## src/rtl/reg_bank_readback.sv

```systemverilog
// reg_bank_readback: walks a bank of 32-bit registers and streams each word
// out over a valid/ready handshake, one FETCH/SEND pair per word.
module reg_bank_readback #(
  parameter int WORDS = 4,
  parameter int IDX_W = 2
) (
  input  logic             clk,
  input  logic             reset,
  input  logic             start,
  output logic             busy,
  output logic [WORDS-1:0] rdSel,
  output logic [IDX_W-1:0] rdIndex,
  input  logic [31:0]      rdData,
  output logic             outValid,
  input  logic             outReady,
  output logic [31:0]      outData,
  output logic             outLast,
  output logic             done
);

  localparam logic [1:0] IDLE  = 2'd0;
  localparam logic [1:0] FETCH = 2'd1;
  localparam logic [1:0] SEND  = 2'd2;
  localparam logic [1:0] DONE  = 2'd3;

  localparam logic [IDX_W-1:0] LAST_IDX = IDX_W'(WORDS - 1);

  logic [1:0] state;
  logic [1:0] stateNext;
  logic       isLast;
  logic       accept;

  assign isLast = (rdIndex == LAST_IDX);
  assign accept = (state == SEND) && outReady;

  // next-state selection
  always_comb begin
    stateNext = state;
    unique case (state)
      IDLE:    if (start) stateNext = FETCH;
      FETCH:   stateNext = SEND;
      SEND: begin
        if (outReady) stateNext = isLast ? DONE : FETCH;
      end
      DONE:    stateNext = IDLE;
      default: stateNext = IDLE;
    endcase
  end

  // state register and word index; index never wraps inside a transfer
  always_ff @(posedge clk or negedge reset) begin
    if (!reset) begin
      state   <= IDLE;
      rdIndex <= '0;
    end else begin
      state <= stateNext;
      if (state == IDLE && start) begin
        rdIndex <= '0;
      end else if (accept && !isLast) begin
        rdIndex <= rdIndex + IDX_W'(1);
      end else if (state == DONE) begin
        rdIndex <= '0;
      end
    end
  end

  // capture the bank read bus only while a word is selected
  always_ff @(posedge clk or negedge reset) begin
    if (!reset) begin
      outData <= '0;
    end else if (state == FETCH) begin
      outData <= rdData;
    end
  end

  // one-hot bank select, decoded from registered state only
  always_comb begin
    rdSel = '0;
    if (state == FETCH) rdSel[rdIndex] = 1'b1;
  end

  // handshake and status flags decoded from state
  always_comb begin
    busy     = (state != IDLE);
    outValid = (state == SEND);
    outLast  = (state == SEND) && isLast;
    done     = (state == DONE);
  end

endmodule

```

## config.mk

```make
export PLATFORM = sky130hd
export DESIGN_NAME = reg_bank_readback
export DESIGN_NICKNAME = d
export VERILOG_FILES = /design/src/rtl/reg_bank_readback.sv
export SDC_FILE = /design/constraint.sdc
export NUM_CORES = 1
export LEC_CHECK = 0
export ABC_CLOCK_PERIOD_IN_PS = 3500
export CAP_MARGIN = 10
export CORE_ASPECT_RATIO = 0.7
export CORE_MARGIN = 10
export CORE_UTILIZATION = 43
export CTS_CLUSTER_DIAMETER = 100
export DETAILED_ROUTE_END_ITERATION = 8
export PLACE_DENSITY = 0.85
export RECOVER_POWER = 25
export SYNTH_ARGS = -nofsm -noshare
export SYNTH_HDL_FRONTEND = slang
export SYNTH_SLANG_ARGS = --single-unit
export TNS_END_PERCENT = 20
```

## constraint.sdc

```tcl
create_clock -name clk -period 3.5 [get_ports clk]
set_clock_uncertainty 0.2 [all_clocks]
set_input_delay 0.35 -clock clk [delete_from_list [all_inputs] [get_ports clk]]
set_output_delay 0.35 -clock clk [all_outputs]
set_load 0.02 [all_outputs]
```

* After elaboration in Yosys (flattened, before gate mapping)
Cells that the tools add are included.
** Storage, ports and cells
- Register bits :: 36
- Input port bits :: 36
- Output and inout port bits :: 42
- Logic and storage cells :: 32
** Cells by class
- Add/sub/neg operators :: 1
- $lt $le $gt $ge :: 2
- Equal/unequal tests :: 6
- Mux-type cells :: 10
- Reduce and logical (&&, ||, !) cells :: 10
** Operator list (number)
- 2-bit two-way mux :: 6
- 2-bit one-hot mux with 4 select lines :: 1
- 2-bit equality test, second input constant :: 3
- 1-bit logical AND :: 5
- 4-bit two-way mux :: 1
- 2-bit by 3-bit less-than comparator with 1-bit output, second input constant :: 1
- 3-bit nonzero test :: 1
- 2-bit by 1-bit adder with 2-bit output, second input constant :: 1
- 1-bit demux with 2-bit select :: 1
- 2-bit by 1-bit equality test with 1-bit output, second input constant :: 1
- 2-bit by 1-bit greater-or-equal comparator with 1-bit output, second input constant :: 1
- 2-bit zero test :: 1
- 2-bit by 1-bit inequality test with 1-bit output, second input constant :: 1
- 2-bit inequality test, second input constant :: 1
- 2-bit AND reduction :: 1
- 2-bit nonzero test :: 1
- 1-bit zero test :: 1
- 1-bit two-way mux :: 1

* Longest topological paths before layout
- Word-level depth :: 5
- Gate-level depth with buffers :: 4
- Mapped depth without buffers :: 4

* Worst setup path after synthesis
Ideal clock, no wire load.
- Path type :: reg2out
- Start point :: reg state[1]
- End point :: out rdSel[0]
- Data arrival time :: 1.085 ns
- Required time :: 2.950 ns
- Slack :: 1.865 ns
- Cell stages (with the launch flop) :: 5
- Cell sequence :: dfrtp_1 > nor2b_1 > buf_6 > buf_6 > and2_1
** Between the ends
- Word-level cells in the longest chain between the ends :: 2
** RTL lines
- start: declaration :: RTL line 28 : logic [1:0] state;
- start signal: assignment :: RTL line 56 : state <= stateNext;
- 2-bit by 1-bit equality test with 1-bit output :: RTL line 79 : if (state == FETCH) rdSel[rdIndex] = 1'b1;
- 4-bit two-way mux :: RTL line 79
- end: declaration :: RTL line 11 : output logic [WORDS-1:0] rdSel,
Every way passes these cells.

==> flow_metrics.tcl <==
set metrics [dict create \
    cap_viol_max_count 1 \
    worstSkewPairLatency_ns 0.27 \
    die_area_um2 6570 \
    final_cell_mix "76 x clkdlybuf4s50_1, 36 x dfrtp_1, 25 x mux2_4, 7 x mux2_2, 6 x and2_1" \
    hold_viol_final 0 \
    path_cells "dlygate4sd3_1 > clkbuf_1" \
    cts.sinks 36 \
    design_area_um2 2470 \
    mappedNetlistArea_um2 1590 \
    start_kind "primary input" \
    finalWorstSetupSlack_ns 1.10 \
    drv_slew 37 \
    ant_nets 0 \
    pre_cts_slack_ns 1.51 \
    rows 18 \
    fmax_ghz 0.417 \
    dp_hpwl_um 3190 \
    worst_r2r_path_depth 3 \
    critPathMaxStageDelay_ns 1.33 \
    vias 1077 \
    worstSetupPathType "in -> async" \
    drt-total-wl_um 4060 \
    die_height_um 70.9 \
    synthFlopType "dfrtp_1" \
    power.leakage_uw 0.00109 \
    clockBufferDepth 2 \
    cp_data_arrival_time_ns 2.23 \
    grt_pass1_wl_um 6400 \
    period_needed_ns 2.40 \
    coreArea_um2 3540 \
    viasPerCell 4.70 \
    top_usage_layer "met2" \
    hold_start "state[0]$_DFFE_PN0P_" \
    drc_errors 0 \
    final.period_utilization 0.686 \
    nNetsFinal 219 \
    rsz0062_at_grt "no" \
    post_cts_buffers 0 \
    grt_usage 0.123 \
    path_max_fanout 36 \
    ys_seq_elements 36 \
    cts_tree "done" \
    whs_path_depth 1 \
    holdCritPathClass "reg -> reg" \
    numCtsBuffers 5 \
    wire_per_inst_um 17.7 \
    synth_cell_types 18 \
    postPlaceCellArea_um2 2380 \
    drive_above_1_share 0.229 \
    whs_endpoint "state[0]$_DFFE_PN0P_" \
    relSlewSlack -0.226 \
    grt_util_met3 0.0527 \
    cpMaxStageDelayCell "clkbuf_1" \
    yosys_warnings 0 \
    fin_setup_tns_ns 0 \
    yosysSeqAreaShare 0.567 \
    hold_buffers 1 \
    grt_pass1_vias 1191 \
    crit_path_end_kind "async pin" \
    tightest_slew_ns 1.84 \
    grt_use_met2 0.226 \
    dieWidth_um 92.7 \
    worstReg2RegEnd "outData[5]$_DFFE_PN0P_" \
    grt_start_max_net_pins 37 \
    rrSetupSlack_ns 1.66 \
    gp_congestion 0.775 \
    initial_utilization 0.449 \
    final_common_cell "clkdlybuf4s50_1" \
    cpLargestDelayFamily "buffers and inverters" \
    antenna_found_initial 0 \
    status "finished with violations" \
    violations "capacitance limit, slew limit" \
    clockRootBuffer "clkbuf_8" \
    ios 78 \
    synthCells 97 \
    critPathBufInv 2 \
    first_pass_iters 4 \
    power.density_nw_per_um2 944 \
    synth-edff-count 0 \
    drt-initial-drc-count 56 \
    grt_overflow 0 \
    finish.utilization 0.697 \
    use_met1 0.123 \
    area_growth_pct 55.2 \
    rr_startpoint "state[1]$_DFFE_PN0P_" \
    diodes 0 \
    syn_nets 137 \
    ctsResizeCount 0 \
    avgSynthCellArea_um2 16.4 \
    port-buffer-count 77 \
    setup_viol 0 \
    async_flop_share 1.00 \
    h-tree-depth 2 \
    vdd_drop_max_mv 0.530 \
    clk_pin_slew_worst_paths_ns 0.06 \
    crit_required_ns 3.33 \
]
## final cells by class
class / instances / area, um2
clock buffer: 6 / 72.6
multi-input combinational: 54 / 632
inverter: 3 / 11.3
tap: 50 / 62.6
fill: 263 / 1070
sequential: 36 / 901
clock inverter: 1 / 5.00
timing repair buffer: 79 / 782
## metal layers
layer  vias to the layer above  wire [um]
li1                        497          -
met1                       527       1560
met2                        49       2120
met3                         4        342
met4                         0         36
met5                         -          0
## flip-flops by register name, indices dropped and copies added (netlist names)
register  cells
rdIndex       2
state         2
outData      32
## synthesized netlist by cell type, drive strengths merged, types with 3 or more instances
cell type | count | area, um2
and2 | 6 | 37.5
inv | 3 | 11.3
ha | 4 | 50.1
mux2 | 32 | 454
dfrtp | 36 | 901
nor2b | 3 | 18.8
buf | 4 | 52.6
## where the power goes
group / switching (uW) / leakage, uW / internal (uW)
combinational: 575 / 0.000619 / 743
sequential: 125 / 0.000428 / 625
clock: 124 / 0.0000410 / 135
## worst max path at each step
stage / start / endpoint / cells after the start
floorplan: state[1]$_DFFE_PN0P_ / rdSel[0] / 4
CTS: state[0]$_DFFE_PN0P_ / outLast / 4
global route: reset / state[1]$_DFFE_PN0P_ / 2
detailed placement: state[0]$_DFFE_PN0P_ / outLast / 4
finish: reset / outData[0]$_DFFE_PN0P_ / 2
global placement: state[0]$_DFFE_PN0P_ / outLast / 4
## cells by family (layout without fill, tap and decap cells)
group	count (synthesis)	in the layout	synth area share
DFF	36	36	0.567
muxes	33	33	0.292
and+or+nand+nor	13	13	0.0496
buffers and inverters	7	89	0.0402
adders and majority gates	4	4	0.0315
AOI/OAI and AO/OA	4	4	0.0197
## through the flow
stage	hold WS, ns	std cells	total power (uW)
3_3_place_gp	0.265	221	2050
5_1_grt	0.327	229	2460
6_report	0.308	229	2330
3_5_place_dp	0.278	221	2090
4_1_cts	0.312	229	2360
2_1_floorplan	-0.146	97	1520
Note: power is estimated with default switching activity, not from simulation.
